===== config.mk =====
export PLATFORM = sky130hd
export DESIGN_NAME = tick_pwm
export DESIGN_NICKNAME = d
export VERILOG_FILES = /design/src/rtl/tick_pwm_pkg.sv /design/src/rtl/tick_pwm_edge_tick.sv /design/src/rtl/tick_pwm.sv
export SDC_FILE = /design/constraint.sdc
export NUM_CORES = 1
export LEC_CHECK = 0
export CAP_MARGIN = 20
export CORE_MARGIN = 2
export CORE_UTILIZATION = 35
export DETAILED_ROUTE_END_ITERATION = 6
export GPL_TIMING_DRIVEN = 1
export REMOVE_ABC_BUFFERS = 1
export SYNTH_ARGS = -nofsm -noshare
export SYNTH_HDL_FRONTEND = slang
export SYNTH_SLANG_ARGS = --single-unit

===== constraint.sdc =====
create_clock -name clk -period 4.8 [get_ports clk]
set_input_delay 0.96 -clock clk [delete_from_list [all_inputs] [get_ports clk]]
set_output_delay 0.96 -clock clk [all_outputs]
set_load 0.005 [all_outputs]

===== src/rtl/tick_pwm_pkg.sv =====
// tick_pwm_pkg: shared FSM state encoding and default width for tick_pwm.
package tick_pwm_pkg;
    localparam int DEF_WIDTH = 8;
    typedef enum logic [1:0] {
        IDLE     = 2'd0,
        RUN      = 2'd1,
        STOPPING = 2'd2
    } state_t;
endpackage


===== src/rtl/tick_pwm_edge_tick.sv =====
// edge_tick: registered one-clk pulse on each rising edge of div_clk.
module edge_tick (
    input  logic clk,
    input  logic rst_n,
    input  logic div_clk,
    output logic tick
);
    logic div_q;
    always_ff @(posedge clk or negedge rst_n) begin
        if (!rst_n) begin
            div_q <= 1'b0;
            tick  <= 1'b0;
        end else begin
            div_q <= div_clk;
            tick  <= div_clk & ~div_q;
        end
    end
endmodule


===== src/rtl/tick_pwm.sv =====
// tick_pwm: tick-driven PWM generator with shadowed period/duty config
// applied only at period boundaries, and a graceful stop on enable drop.
import tick_pwm_pkg::*;
module tick_pwm #(
    parameter int WIDTH = DEF_WIDTH
) (
    input  logic             clk,
    input  logic             rst_n,
    input  logic             div_clk,
    input  logic             enable,
    input  logic             cfg_valid,
    input  logic [WIDTH-1:0] cfg_period,
    input  logic [WIDTH-1:0] cfg_duty,
    output logic             cfg_ready,
    output logic             tick,
    output logic             pwm_out,
    output logic             period_done
);
    state_t           state, state_nx;
    logic [WIDTH-1:0] cnt, cnt_nx, p_act, d_act, sh_p, sh_d, p_nx, d_nx;
    logic             pending, start, bnd, load, stop_end, accept;

    edge_tick u_edge (
        .clk     (clk),
        .rst_n   (rst_n),
        .div_clk (div_clk),
        .tick    (tick)
    );

    always_comb begin
        start    = tick && state == IDLE && enable;
        bnd      = tick && state != IDLE && cnt == p_act;
        load     = pending && (start || bnd);
        p_nx     = load ? sh_p : p_act;
        d_nx     = load ? sh_d : d_act;
        cnt_nx   = (start || bnd) ? '0 : cnt + WIDTH'(1);
        stop_end = bnd && state == STOPPING && !enable;
        accept   = cfg_valid && !pending;
        state_nx = state == IDLE ? (start ? RUN : IDLE)
                 : enable        ? RUN
                 : stop_end      ? IDLE
                 :                 STOPPING;
    end

    always_ff @(posedge clk or negedge rst_n) begin
        if (!rst_n) begin
            state       <= IDLE;
            cnt         <= '0;
            pwm_out     <= 1'b0;
            period_done <= 1'b0;
            pending     <= 1'b0;
            sh_p        <= '0;
            sh_d        <= '0;
            p_act       <= '0;
            d_act       <= '0;
        end else begin
            state       <= state_nx;
            period_done <= bnd;
            if (tick)
                cnt <= (state == IDLE || stop_end) ? '0 : cnt_nx;
            // Compare against post-boundary values so a new duty takes effect on the first tick of its period.
            if (start || (tick && state != IDLE))
                pwm_out <= !stop_end && (cnt_nx < d_nx);
            if (load) begin
                p_act <= sh_p;
                d_act <= sh_d;
            end
            if (accept) begin
                sh_p <= cfg_period;
                sh_d <= cfg_duty;
            end
            pending <= accept | (pending & ~load);
        end
    end

    assign cfg_ready = ~pending;
endmodule


==> results.yml, run 1 <==
floorplanning:
  start_util_pct: 35.9
  die_x_um: 87.3
  num_rows: 30
  design.core.area_mm2: 0.00676
  die_h_um: 87.3
  die_area_mm2: 0.00762
  io_pins: 25
power:
  ir_drop_v: 0.000164
  power_per_cell_area_mw_per_mm2: 468
  power.leakage_uw: 0.00125
synth:
  seq_area_frac_synth_pct: 48.5
  syn_area_per_cell_um2: 13.0
  synth_seq_cells: 47
  synth.distinct_cells: 45
  synthArstFlopShare_pct: 100
  synth_edf_count: 0
  syn_inst: 187
  syn-cell-area_mm2: 0.00243
  ys_warn_count: 0
  synth_ff_type: "dfrtp_1"
job:
  maxCapViolations: 0
clocking:
  path_clk_slew_ps: 80
  cts_buffers: 5
  cts.sinks: 47
  htreeDepth: 2
  cts_resized: 0
  tritoncts: "yes"
  holdBufCountCts: 0
  clock_latency_ps: 300
  clock_path_buffers: 2
  post_cts_buffers: 0
  clockRootBuffer: "clkbuf_8"
layout:
  final_common_cell: "dfrtp_1"
  utilization_pct: 41.5
  nets: 243
  diodes: 0
  layout-drive-gt1-share_pct: 24.9
  final_cell_mix: "dfrtp_1, clkdlybuf4s50_1, mux2_2, mux2_4, xnor2_1"
  syn_to_final_growth_pct: 15.4
  fin_cells: 293
grt:
  gr-usage-met3_pct: 2.94
  grt_first_pass_wirelength_mm: 7.58
  grt_overflow: 0
  grt_pass1_vias: 1554
  met2_usage_pct: 19.8
  grt_busiest_layer: "met2"
  grt_max_degree: 48
  antenna_found_initial: 0
  grt.total_usage_pct: 13.0
  grtUsageMet1_pct: 18.1
sta:
  tns_ps: 0
  rsz0062_at_grt: "false"
  drv_slew: 0
  hold_ws_ps: 397
  timing.fmax_mhz: 274
  slew_headroom_pct: 36.5
  fin_crit_sh_pct: 76.1
  hold_viol: 0
  finalWorstPathRequiredPeriod_ps: 3650
  tightestPinTransition_ps: 949
  finalSetupViolCount: 0
  fin_skew_ps: 3.54
detailed_routing:
  firstDrtPassIters: 4
  route.vias.total: 1499
  finalWirelength_mm: 4.36
  drcViolationCount: 0
  drt_iter0_drc: 95
  wire_per_inst_um: 14.9
  via_per_inst: 5.12
  antenna_left: 0
critical_path:
  start_kind: "input pin"
  path_class: "in2reg"
  path_max_fanout: 22
  crit_path_start: "enable"
  reg2reg_from: "state[0]"
  cp-end-kind: "flop"
  worstPathRequired_ps: 4980
  worstPathArrival_ps: 3830
placed_design:
  dp_cells: 286
  dp_hpwl_mm: 3.02
  port_buffers: 24
  place_congestion: 0.768
worst_hold_path:
  min_from: "u_edge.div_q"
  hold_path_class: "reg2reg"
run_status:
  status: "complete, no violations"
-- Yosys cell counts, drive strengths merged (2+ instances only) --
cell type | n | area [um^2]
o21ai | 3 | 26.3
ha | 8 | 100
nand3 | 7 | 40.0
nor2 | 9 | 33.8
nand4 | 2 | 12.5
nor2b | 3 | 18.8
inv | 10 | 37.5
dfrtp | 47 | 1180
mux2i | 7 | 70.1
xor2 | 3 | 26.3
xnor2 | 11 | 96.3
and3 | 2 | 17.5
o32ai | 7 | 61.3
and2 | 2 | 15.0
o31ai | 3 | 36.3
nor3 | 3 | 20.0
or2 | 2 | 12.5
o31a | 2 | 20.0
a21oi | 4 | 20.0
nand2 | 3 | 13.8
mux2 | 31 | 398
buf | 6 | 65.1
-- logic make-up (layout without fill, tap and decap cells) --
kind of cell | Yosys count | after routing | synth area share [%]
buffers and inverters | 17 | 43 | 4.38
flip-flops | 47 | 47 | 48.5
AND/OR/NAND/NOR | 37 | 37 | 9.07
multiplexers | 38 | 38 | 19.3
XOR/XNOR | 14 | 14 | 5.05
adder cells (fa/ha/maj) | 8 | 8 | 4.12
AO/OA/AOI/OAI | 26 | 26 | 9.64
-- worst max-delay path, cell delays in order --
cell and delay [ps]:
clkdlybuf4s50_1 550, nand2_1 120, nor3_1 80, o21ai_4 780, mux2i_1 190, ha_1 340
nand4_1 90, or3_1 360, o311a_1 340
-- metrics by stage --
stage / total power (uW) / worst slack [ps] / instance area (um^2)
6_report: 1310 / 1150 / 2800
5_1_grt: 1420 / 980 / 2800
4_1_cts: 1330 / 1140 / 2780
3_5_place_dp: 1110 / 822 / 2710
3_3_place_gp: 1090 / 886 / 2710
2_1_floorplan: 976 / 1740 / 2360
-- cell type report --
| cell class | instances | area [um^2] |
|---|---|---|
| repair buffers | 27 | 270 |
| flip-flops and latches | 47 | 1180 |
| well taps | 80 | 100 |
| multi-input cells | 123 | 1140 |
| fillers | 666 | 3960 |
| inverters | 10 | 37.5 |
| clock buffers | 6 | 72.6 |
-- sequential cells by signal, indices dropped and copies added (netlist names) --
signal	flops
cnt	8
d_act	8
p_act	8
pending	1
period_done	1
pwm_out	1
sh_d	8
sh_p	8
state	2
u_edge.div_q	1
u_edge.tick	1
-- report_power, final --
part	switching, uW	internal (uW)	leakage (uW)
registers	105	546	0.000580
clock network	122	97.3	0.0000371
logic	165	276	0.000637
-- layer usage --
layer  vias up  share of wire, %
li1        726                 -
met1       741                50
met2        27                45
met3         5               4.1
met4         0               1.1
met5         -                 0
-- path summary, 6_finish.rpt --
check	endpoint	slack [ps]	depth (start not counted)
worst max register to register	pwm_out	1490	9
worst min register to register	u_edge.tick	400	1
worst max-delay path	pwm_out	1150	9
worst min-delay path	u_edge.tick	400	1
min in group asynchronous	p_act[4]	600	1
max in group asynchronous	pwm_out	3690	2
Note: power is estimated with default switching activity, not from simulation.
==> run 2: changes to the inputs <==
==> constraint.sdc (replaced) <==
create_clock -name clk -period 3.15 [get_ports clk]
set_input_delay 0.63 -clock clk [delete_from_list [all_inputs] [get_ports clk]]
set_output_delay 0.63 -clock clk [all_outputs]
set_load 0.005 [all_outputs]
==> run 2 against run 1 <==
Compared with the run above:
- final area rose by 2.1%
- non-clock buffer count rose by 4
- sequential cell count did not move
- sequential share of layout area fell by 0.85 points
- total power rose by 58%
- global-route usage barely moved
- critical endpoint unchanged
- largest cell class unchanged
- largest power group unchanged
- highest routed layer unchanged
==> results.yml, run 2 (same netlist as run 1, synthesis figures left out) <==
grt:
  grt_pass1_vias: 1540
  antenna_found_initial: 0
  grt_first_pass_wirelength_mm: 7.58
  grt.total_usage_pct: 12.9
  grt_max_degree: 48
  grt_overflow: 0
detailed_routing:
  antenna_left: 0
  wire_per_inst_um: 15.0
  firstDrtPassIters: 4
  drcViolationCount: 0
  finalWirelength_mm: 4.50
  via_per_inst: 5.21
  route.vias.total: 1558
  drt_iter0_drc: 63
clocking:
  cts.sinks: 47
  post_cts_buffers: 0
  holdBufCountCts: 0
  cts_resized: 0
  cts_buffers: 5
  htreeDepth: 2
  tritoncts: "yes"
  clockRootBuffer: "clkbuf_8"
  clock_latency_ps: 300
  path_clk_slew_ps: 90
  clock_path_buffers: 2
sta:
  fin_crit_sh_pct: 90.3
  tightestPinTransition_ps: 518
  slew_headroom_pct: 65.5
  drv_slew: 0
  finalSetupViolCount: 0
  hold_ws_ps: 294
  hold_viol: 0
  rsz0062_at_grt: "false"
  finalWorstPathRequiredPeriod_ps: 2850
  timing.fmax_mhz: 351
  fin_skew_ps: 6.99
  tns_ps: 0
critical_path:
  path_max_fanout: 9
  worstPathArrival_ps: 3030
  worstPathRequired_ps: 3340
  slowest_delay_ps: 490
  slowest_stage: "dfrtp_1"
  cp-end-kind: "flop"
  path_class: "reg2reg"
  start_kind: "flop"
  worstPathCellList: "o21a_4 > and2_4 > and3_4 > o21ai_4 > mux2i_1 > ha_1 > a21o_1 > a21oi_1 > or2_2 > a41o_1 > o311a_1"
  path_delay_family: "compound AO/OA/AOI/OAI gates"
  crit_buf_inv: 0
floorplanning:
  start_util_pct: 35.9
  die_x_um: 87.3
  num_rows: 30
  die_h_um: 87.3
  io_pins: 25
  die_area_mm2: 0.00762
  design.core.area_mm2: 0.00676
power:
  power_per_cell_area_mw_per_mm2: 723
  ir_drop_v: 0.000244
  power.leakage_uw: 0.00129
  finalPower_uw: 2070
placed_design:
  dp_hpwl_mm: 3.20
  port_buffers: 24
  dp_cells: 290
  place_congestion: 0.762
layout:
  nets: 247
  final_common_cell: "dfrtp_1"
  fin_cells: 299
  layout-drive-gt1-share_pct: 26.9
  utilization_pct: 42.3
  diodes: 0
  syn_to_final_growth_pct: 17.8
  final_cell_mix: "dfrtp_1, clkdlybuf4s50_1, mux2_2, mux2_4, xnor2_1"
run_status:
  status: "complete, no violations"
worst_hold_path:
  hold_path_class: "in2async"
job:
  maxCapViolations: 0
run 2: changes by cell type in the layout (fill, tap and decap cells not counted), sizes merged:
cell and change:
buf +4, clkbuf +2
run 2: layout make-up:
| class | count | area (um^2) |
|---|---|---|
| clock buffer | 8 | 100 |
| sequential | 47 | 1180 |
| tap | 80 | 100 |
| multi-input combinational | 123 | 1140 |
| timing repair buffer | 31 | 300 |
| fill | 637 | 3900 |
| inverter | 10 | 37.5 |
run 2: path summary, 6_finish.rpt:
check / depth (start not counted) / slack, ps / end / startpoint
worst min register to register: 1 / 400 / u_edge.tick / u_edge.div_q
min in group clk: 1 / 400 / u_edge.tick / u_edge.div_q
max in group asynchronous: 2 / 2340 / sh_d[1] / rst_n
worst min-delay path: 1 / 290 / pending / rst_n
worst max-delay path: 11 / 300 / pwm_out / state[0]
worst max register to register: 11 / 300 / pwm_out / state[0]
run 2: stage by stage:
stage,setup slack [ps],cell area [um^2]
floorplan,167,2360
global placement,68.4,2740
detailed placement,-4.43,2740
CTS,278,2840
global route,143,2860
finish,305,2860
run 2: power breakdown:
part	switching [uW]	leakage [uW]	internal (uW)	total [uW]
clock network	196	0.0000515	201	396
logic	248	0.000655	423	671
registers	166	0.000580	833	999
total	610	0.00129	1460	2070
run 2: layer usage:
| layer | GRT usage [%] | wire length [um] | up-vias |
|---|---|---|---|
| li1 | - | - | 733 |
| met1 | 18.5 | 2190 | 782 |
| met2 | 19.1 | 2030 | 36 |
| met3 | 3.03 | 202 | 7 |
| met4 | 4.62 | 64 | 0 |
| met5 | 0 | 0 | - |
